--- src/rtl/periph_bus_arbiter_if.sv ---
// periph_bus_arbiter_if: one data port (request fields out, grant/response back).
// The master modport drives the request; the slave modport answers it.
interface periph_bus_arbiter_if #(
  parameter int unsigned DATA_WIDTH = 32,
  parameter int unsigned ADDR_WIDTH = 10
);
  localparam int unsigned BE_WIDTH = DATA_WIDTH / 8;

  logic                  req;
  logic [ADDR_WIDTH-1:0] addr;
  logic                  we;
  logic [BE_WIDTH-1:0]   be;
  logic [DATA_WIDTH-1:0] wdata;
  logic                  gnt;
  logic                  rvalid;
  logic [DATA_WIDTH-1:0] rdata;

  modport master (output req, addr, we, be, wdata, input gnt, rvalid, rdata);
  modport slave  (input req, addr, we, be, wdata, output gnt, rvalid, rdata);
endinterface

--- src/rtl/periph_bus_arbiter.sv ---
// periph_bus_arbiter: two-master round-robin arbiter in front of the peripheral (UART) data port.
// Optional macro PERIPH_ARB_TIMEOUT_EN aborts a stalled transaction and returns ERR_RDATA.
module periph_bus_arbiter #(
  parameter int unsigned           DATA_WIDTH     = 32,
  parameter int unsigned           ADDR_WIDTH     = 10,
  parameter int unsigned           TIMEOUT_CYCLES = 64,
  parameter logic [DATA_WIDTH-1:0] ERR_RDATA      = DATA_WIDTH'(32'hDEADBEEF)
) (
  input  logic                        clk,
  input  logic                        reset,
  periph_bus_arbiter_if.slave         m0_data,
  periph_bus_arbiter_if.slave         m1_data,
  periph_bus_arbiter_if.master        slave_data,
  output logic                        arb_owner_o,
  output logic                        arb_busy_o,
  output logic                        timeout_o
);
  localparam int unsigned BE_WIDTH  = DATA_WIDTH / 8;
  localparam int unsigned CNT_WIDTH = 16;

  typedef enum logic [1:0] {
    IDLE = 2'd0,
    REQ  = 2'd1,
    RESP = 2'd2
  } state_t;

  typedef struct packed {
    logic [ADDR_WIDTH-1:0] addr;
    logic                  we;
    logic [BE_WIDTH-1:0]   be;
    logic [DATA_WIDTH-1:0] wdata;
  } req_t;

  state_t                state_q;
  state_t                state_d;
  req_t                  lat_q;
  req_t                  m0_fields;
  req_t                  m1_fields;
  logic                  owner_q;
  logic                  rr_last_q;
  logic                  any_req;
  logic                  winner;
  logic                  complete;
  logic                  abort;
  logic                  slave_req;
  logic                  fwd_gnt;
  logic                  fwd_rvalid;
  logic [DATA_WIDTH-1:0] fwd_rdata;

  // Arbitration: a lone requester wins; on a tie the master that did not win last time wins.
  assign any_req   = m0_data.req | m1_data.req;
  assign winner    = (m0_data.req & m1_data.req) ? ~rr_last_q : m1_data.req;
  assign m0_fields = '{addr: m0_data.addr, we: m0_data.we, be: m0_data.be, wdata: m0_data.wdata};
  assign m1_fields = '{addr: m1_data.addr, we: m1_data.we, be: m1_data.be, wdata: m1_data.wdata};

  assign complete = ((state_q == REQ) & slave_data.gnt & slave_data.rvalid)
                  | ((state_q == RESP) & slave_data.rvalid);

`ifdef PERIPH_ARB_TIMEOUT_EN
  logic [CNT_WIDTH-1:0] tmo_cnt_q;

  // Age of the open transaction; a completion in the expiry cycle takes precedence.
  always_ff @(posedge clk) begin
    if (reset) begin
      tmo_cnt_q <= '0;
    end else if (state_q == IDLE) begin
      if (any_req) tmo_cnt_q <= '0;
    end else begin
      tmo_cnt_q <= tmo_cnt_q + CNT_WIDTH'(1);
    end
  end

  assign abort = (state_q != IDLE) & ~complete
               & (tmo_cnt_q == CNT_WIDTH'(TIMEOUT_CYCLES - 1));
`else
  logic unused_tmo_cfg;
  assign unused_tmo_cfg = ^{ERR_RDATA, CNT_WIDTH'(TIMEOUT_CYCLES)};
  assign abort          = 1'b0;
`endif

  // FSM state register.
  always_ff @(posedge clk) begin
    if (reset) state_q <= IDLE;
    else       state_q <= state_d;
  end

  // FSM next state.
  always_comb begin
    state_d = state_q;
    case (state_q)
      IDLE: if (any_req) state_d = REQ;
      REQ: begin
        if (slave_data.gnt && slave_data.rvalid) state_d = IDLE;
        else if (slave_data.gnt)                 state_d = RESP;
      end
      RESP:    if (slave_data.rvalid) state_d = IDLE;
      default: state_d = IDLE;
    endcase
    if (abort) state_d = IDLE;
  end

  // FSM outputs: grant/response are forwarded in the same cycle the peripheral produces them.
  always_comb begin
    slave_req  = 1'b0;
    fwd_gnt    = 1'b0;
    fwd_rvalid = 1'b0;
    fwd_rdata  = '0;
    case (state_q)
      REQ: begin
        slave_req  = 1'b1;
        fwd_gnt    = slave_data.gnt | abort;
        fwd_rvalid = (slave_data.gnt & slave_data.rvalid) | abort;
      end
      RESP:    fwd_rvalid = slave_data.rvalid | abort;
      default: ;
    endcase
    if (reset) begin
      fwd_gnt    = 1'b0;
      fwd_rvalid = 1'b0;
    end
    if (fwd_rvalid) fwd_rdata = abort ? ERR_RDATA : slave_data.rdata;
  end

  // Winner's request fields and ownership are captured when leaving IDLE.
  always_ff @(posedge clk) begin
    if (reset) begin
      owner_q   <= 1'b0;
      rr_last_q <= 1'b1;
      lat_q     <= '0;
    end else if ((state_q == IDLE) && any_req) begin
      owner_q   <= winner;
      rr_last_q <= winner;
      lat_q     <= winner ? m1_fields : m0_fields;
    end
  end

  assign m0_data.gnt    = fwd_gnt & ~owner_q;
  assign m0_data.rvalid = fwd_rvalid & ~owner_q;
  assign m0_data.rdata  = owner_q ? '0 : fwd_rdata;
  assign m1_data.gnt    = fwd_gnt & owner_q;
  assign m1_data.rvalid = fwd_rvalid & owner_q;
  assign m1_data.rdata  = owner_q ? fwd_rdata : '0;

  assign slave_data.req   = slave_req;
  assign slave_data.addr  = lat_q.addr;
  assign slave_data.we    = lat_q.we;
  assign slave_data.be    = lat_q.be;
  assign slave_data.wdata = lat_q.wdata;

  assign arb_owner_o = owner_q;
  assign arb_busy_o  = (state_q != IDLE);
  assign timeout_o   = abort & ~reset;
endmodule

--- src/flat_wrapper.sv ---
// flat-port wrapper written by rule: the top's interface ports become plain ports
module periph_bus_arbiter_flat 
#(
  parameter int unsigned           DATA_WIDTH     = 32,
  parameter int unsigned           ADDR_WIDTH     = 10,
  parameter int unsigned           TIMEOUT_CYCLES = 64,
  parameter logic [DATA_WIDTH-1:0] ERR_RDATA      = DATA_WIDTH'(32'hDEADBEEF)
)
  (clk, reset, arb_owner_o, arb_busy_o, timeout_o, m0_data_req, m0_data_addr, m0_data_we, m0_data_be, m0_data_wdata, m0_data_gnt, m0_data_rvalid, m0_data_rdata, m1_data_req, m1_data_addr, m1_data_we, m1_data_be, m1_data_wdata, m1_data_gnt, m1_data_rvalid, m1_data_rdata, slave_data_req, slave_data_addr, slave_data_we, slave_data_be, slave_data_wdata, slave_data_gnt, slave_data_rvalid, slave_data_rdata);
  periph_bus_arbiter_if #(.DATA_WIDTH(DATA_WIDTH), .ADDR_WIDTH(ADDR_WIDTH)) m0_data_i ();
  periph_bus_arbiter_if #(.DATA_WIDTH(DATA_WIDTH), .ADDR_WIDTH(ADDR_WIDTH)) m1_data_i ();
  periph_bus_arbiter_if #(.DATA_WIDTH(DATA_WIDTH), .ADDR_WIDTH(ADDR_WIDTH)) slave_data_i ();
  input  logic clk;
  input  logic reset;
  output logic arb_owner_o;
  output logic arb_busy_o;
  output logic timeout_o;
  input wire logic [$bits(m0_data_i.req)-1:0] m0_data_req;
  input wire logic [$bits(m0_data_i.addr)-1:0] m0_data_addr;
  input wire logic [$bits(m0_data_i.we)-1:0] m0_data_we;
  input wire logic [$bits(m0_data_i.be)-1:0] m0_data_be;
  input wire logic [$bits(m0_data_i.wdata)-1:0] m0_data_wdata;
  output wire logic [$bits(m0_data_i.gnt)-1:0] m0_data_gnt;
  output wire logic [$bits(m0_data_i.rvalid)-1:0] m0_data_rvalid;
  output wire logic [$bits(m0_data_i.rdata)-1:0] m0_data_rdata;
  input wire logic [$bits(m1_data_i.req)-1:0] m1_data_req;
  input wire logic [$bits(m1_data_i.addr)-1:0] m1_data_addr;
  input wire logic [$bits(m1_data_i.we)-1:0] m1_data_we;
  input wire logic [$bits(m1_data_i.be)-1:0] m1_data_be;
  input wire logic [$bits(m1_data_i.wdata)-1:0] m1_data_wdata;
  output wire logic [$bits(m1_data_i.gnt)-1:0] m1_data_gnt;
  output wire logic [$bits(m1_data_i.rvalid)-1:0] m1_data_rvalid;
  output wire logic [$bits(m1_data_i.rdata)-1:0] m1_data_rdata;
  output wire logic [$bits(slave_data_i.req)-1:0] slave_data_req;
  output wire logic [$bits(slave_data_i.addr)-1:0] slave_data_addr;
  output wire logic [$bits(slave_data_i.we)-1:0] slave_data_we;
  output wire logic [$bits(slave_data_i.be)-1:0] slave_data_be;
  output wire logic [$bits(slave_data_i.wdata)-1:0] slave_data_wdata;
  input wire logic [$bits(slave_data_i.gnt)-1:0] slave_data_gnt;
  input wire logic [$bits(slave_data_i.rvalid)-1:0] slave_data_rvalid;
  input wire logic [$bits(slave_data_i.rdata)-1:0] slave_data_rdata;
  assign m0_data_i.req = m0_data_req;
  assign m0_data_i.addr = m0_data_addr;
  assign m0_data_i.we = m0_data_we;
  assign m0_data_i.be = m0_data_be;
  assign m0_data_i.wdata = m0_data_wdata;
  assign m0_data_gnt = m0_data_i.gnt;
  assign m0_data_rvalid = m0_data_i.rvalid;
  assign m0_data_rdata = m0_data_i.rdata;
  assign m1_data_i.req = m1_data_req;
  assign m1_data_i.addr = m1_data_addr;
  assign m1_data_i.we = m1_data_we;
  assign m1_data_i.be = m1_data_be;
  assign m1_data_i.wdata = m1_data_wdata;
  assign m1_data_gnt = m1_data_i.gnt;
  assign m1_data_rvalid = m1_data_i.rvalid;
  assign m1_data_rdata = m1_data_i.rdata;
  assign slave_data_req = slave_data_i.req;
  assign slave_data_addr = slave_data_i.addr;
  assign slave_data_we = slave_data_i.we;
  assign slave_data_be = slave_data_i.be;
  assign slave_data_wdata = slave_data_i.wdata;
  assign slave_data_i.gnt = slave_data_gnt;
  assign slave_data_i.rvalid = slave_data_rvalid;
  assign slave_data_i.rdata = slave_data_rdata;
  periph_bus_arbiter #(.DATA_WIDTH(DATA_WIDTH), .ADDR_WIDTH(ADDR_WIDTH), .TIMEOUT_CYCLES(TIMEOUT_CYCLES), .ERR_RDATA(ERR_RDATA)) u_core (.clk(clk), .reset(reset), .m0_data(m0_data_i), .m1_data(m1_data_i), .slave_data(slave_data_i), .arb_owner_o(arb_owner_o), .arb_busy_o(arb_busy_o), .timeout_o(timeout_o));
endmodule
--- config.mk ---
export PLATFORM = sky130hd
export DESIGN_NAME = periph_bus_arbiter_flat
export DESIGN_NICKNAME = d
export VERILOG_FILES = /design/src/rtl/periph_bus_arbiter_if.sv /design/src/rtl/periph_bus_arbiter.sv /design/src/flat_wrapper.sv
export SDC_FILE = /design/constraint.sdc
export NUM_CORES = 1
export LEC_CHECK = 0
export BUFFER_PORTS_ARGS = -buffer_cell sky130_fd_sc_hd__buf_2
export CORE_AREA = 2 2 98 100
export CTS_CLUSTER_DIAMETER = 30
export DETAILED_ROUTE_END_ITERATION = 10
export DIE_AREA = 0 0 100 102
export HOLD_SLACK_MARGIN = 0.15
export PLACE_DENSITY = 0.7
export SKIP_CTS_REPAIR_TIMING = 1
export SLEW_MARGIN = 20
export SYNTH_ARGS = -nofsm -noshare
export SYNTH_HDL_FRONTEND = slang
export SYNTH_SLANG_ARGS = --single-unit
--- constraint.sdc ---
create_clock -name clk -period 1.7 [get_ports clk]
set_input_delay 0.34 -clock clk [delete_from_list [all_inputs] [get_ports clk]]
set_output_delay 0.34 -clock clk [all_outputs]
set_load 0.05 [all_outputs]
==> results.py <==
metrics = {
    "cells_and_area": {
        "final_cells": 736,
        "final_area_um2": 5554,
        "layout.nets": 757,
        "num-fill-cells": 748,
        "seq_area_um2": 1027,
        "multi_input_area_um2": 1954,
        "final_layout_size_suffix_gt1_frac": 0.6399,
        "finalCoreUtilization": 0.6098,
        "synthToLayoutAreaGrowth_pct": 88.09,
    },
    "clock_tree": {
        "cts_buffers": 5,
        "clock_sinks": 51,
        "clk_path_buf_depth": 2,
        "path_clk_slew_ns": 0.10,
        "root_buffer": "clkbuf_8",
        "cts_tree": "built",
        "cts.htree.levels": 2,
        "clk_latency_ns": 0.30,
    },
    "synthesis": {
        "synth_seq_cells": 51,
        "syn_area_per_cell_um2": 7.981,
        "yosysMostFrequentCell": "and2_1",
        "syn-cell-area_um2": 2953,
        "synth_area_leaders": "dfxtp_1, and2_1, a211oi_2",
        "synth-edff-count": 0,
        "synth.distinct_cells": 31,
        "netlist_instances": 370,
        "yosys.area_share.simple": 0.2886,
        "synth_top_family_by_area": "simple AND/OR/NAND/NOR gates",
        "seq_area_frac_synth": 0.3458,
        "synthArstFlopShare": 0,
        "synthTopCellsByCount": "and2_1, dfxtp_1, nor2_1, nand2_1, a21oi_1",
        "ys.flop_type": "dfxtp_1",
        "yosys.area.top_type_share": 0.3458,
        "synthAdderAreaFrac": 0.01695,
        "synth_xor_area_frac": 0,
        "yosysWarnings": 0,
        "synthMuxAreaShare": 0.003390,
        "synth_nets": 506,
        "synth_compound_area_frac": 0.2708,
        "synth_top_cell_by_area": "dfxtp_1",
    },
    "routing": {
        "dr.pass1.iters": 4,
        "drc": 0,
        "totalWireLength_um": 12780,
        "vias_per_cell": 5.033,
        "vias": 3704,
        "drt_first_iter_violations": 138,
        "route.met2.wl_um": 6702,
        "wl_met3_um": 999,
        "m1WireLength_um": 4875,
        "wl_per_cell_um": 17.36,
        "ant_nets": 0,
        "top_layer": "met5",
    },
    "die": {
        "start_util": 0.3242,
        "dieArea_um2": 10200,
        "row_count": 35,
        "die_w_um": 100,
        "die_y_um": 102,
        "core_area_um2": 9109,
        "pin_count": 251,
    },
    "hold_path": {
        "min_delay_path_depth": 3,
        "hold_class": "primary input to register",
    },
    "grt": {
        "grt_pass1_wl_um": 16150,
        "grt_pass1_vias": 3255,
        "grt_remaining_overflow": 0,
        "antenna_found_initial": 4,
        "grt_max_degree": 37,
        "grt_use_total": 0.1980,
    },
    "timing": {
        "finalCriticalPeriod_ns": 2.223,
        "skew_ns": 0.01477,
        "max_slew_margin": 0.6553,
        "fmax_mhz": 449.8,
        "rsz0062_at_grt": "true",
        "worst_pin_slew_ns": 0.5170,
        "period_share": 1.308,
        "final.setup.tns_ns": -31.91,
        "worst_slack_ns": -0.5230,
        "hold_viol_final": 0,
        "finalSetupViolCount": 68,
        "drv_slew": 0,
    },
    "worst_setup_path": {
        "worstPathArrival_ns": 1.88,
        "cp_max_fo": 8,
        "end_kind": "output port",
        "critPathLaunchType": "register",
        "reg2regPathDepth": 7,
        "cp.required_ns": 1.36,
        "path_class": "register to output port",
        "slowest_stage": "dfxtp_4",
        "cpPeakStageDelay_ns": 0.38,
        "crit_chain": "inv_4 -> ha_4 -> nand2_4 -> nor4_4 -> buf_6 -> clkbuf_16 -> and2_4 -> buf_8",
    },
    "place": {
        "place_inst": 718,
        "placed_area_um2": 4601,
        "numPortBuffers": 249,
        "gp_congestion": 0.8874,
        "place_hpwl_um": 8727,
    },
    "power": {
        "power_leakage_nw": 2.715,
        "vdd_drop_max_uv": 498.2,
        "powerDensity_nw_per_um2": 886.4,
    },
    "run": {
        "max_cap_violations": 0,
    },
    "outcome": {
        "outcome": "finished with violations",
        "failed_checks": "setup timing",
    },
}
-- kinds of logic (layout without fill, tap and decap cells) --
group	count (synthesis)	after routing
AOI/OAI and AO/OA	104	104
adders and majority gates	4	4
muxes	1	1
DFF	51	51
buffers and inverters	39	291
other	1	4
and+or+nand+nor	170	170
-- report_power, final --
group          internal (mW)  switching (mW)  leakage, nW  total [mW]
logic                  0.818            1.66         2.23        2.48
registers               1.42           0.120        0.425        1.54
clock network          0.485           0.420       0.0618       0.905
-- per-layer routing --
metal | vias to the layer above | track usage
li1 | 1752 | -
met1 | 1765 | 0.2267
met2 | 169 | 0.3690
met3 | 16 | 0.04241
met4 | 2 | 0.06217
met5 | - | 0
-- through the flow --
| step | power [mW] | hold WS (ns) | setup WS (ns) |
|---|---|---|---|
| finish | 4.923 | 0.2636 | -0.5230 |
| global route | 5.187 | 0.2592 | -0.6204 |
| CTS | 4.838 | 0.2543 | -0.6545 |
| detailed placement | 3.916 | 0.4893 | -0.3007 |
| global placement | 3.864 | 0.4844 | -0.2313 |
| floorplan | 3.223 | 0.4810 | -0.2908 |
-- worst max-delay path: cells and delay by family, from the launching register on --
| kind | cells | cell delay [ns] |
|---|---|---|
| and+or+nand+nor | 3 | 0.37 |
| adders and majority gates | 1 | 0.28 |
| DFF | 1 | 0.38 |
| buffers and inverters | 4 | 0.55 |
-- sequential cells by signal (all words and copies together), names as in the netlist --
name and cells:
u_core.state_q 2, u_core.rr_last_q 1, u_core.slave_data.wdata 32, u_core.slave_data.addr 10, u_core.arb_owner_o 1, u_core.slave_data.be 4
u_core.slave_data.we 1
-- cells in the final DEF (no fill, tap or decap), types with 3 or more instances in the layout --
| master | n |
|---|---|
| a211oi_1 | 27 |
| a211oi_2 | 20 |
| a21oi_1 | 38 |
| a21oi_2 | 10 |
| and2_4 | 63 |
| buf_12 | 8 |
| buf_2 | 180 |
| buf_4 | 17 |
| buf_6 | 6 |
| buf_8 | 63 |
| clkbuf_16 | 3 |
| clkbuf_8 | 6 |
| dfxtp_1 | 48 |
| diode_2 | 3 |
| ha_4 | 3 |
| inv_1 | 3 |
| nand2_1 | 47 |
| nor2_1 | 48 |
-- layout make-up --
cell class                      count  area share
Antenna cell                        3    0.001352
Multi-Input combinational cell    280      0.3519
Tap cell                          111     0.02501
Clock inverter                      2    0.006984
Sequential cell                    51      0.1850
Inverter                            6    0.004956
Clock buffer                        6     0.01487
Timing Repair Buffer              277      0.4100
-- final timing paths --
check,from,end,slack (ns)
max,u_core.state_q[0],m1_data_rdata[28],-0.52
min,m0_data_wdata[5],u_core.slave_data.wdata[5],0.26
max reg2reg,u_core.state_q[0],u_core.state_q[1],0.05
min reg2reg,u_core.slave_data.wdata[1],u_core.slave_data.wdata[1],0.50
No activity file was read; power rests on OpenSTA's default activity.
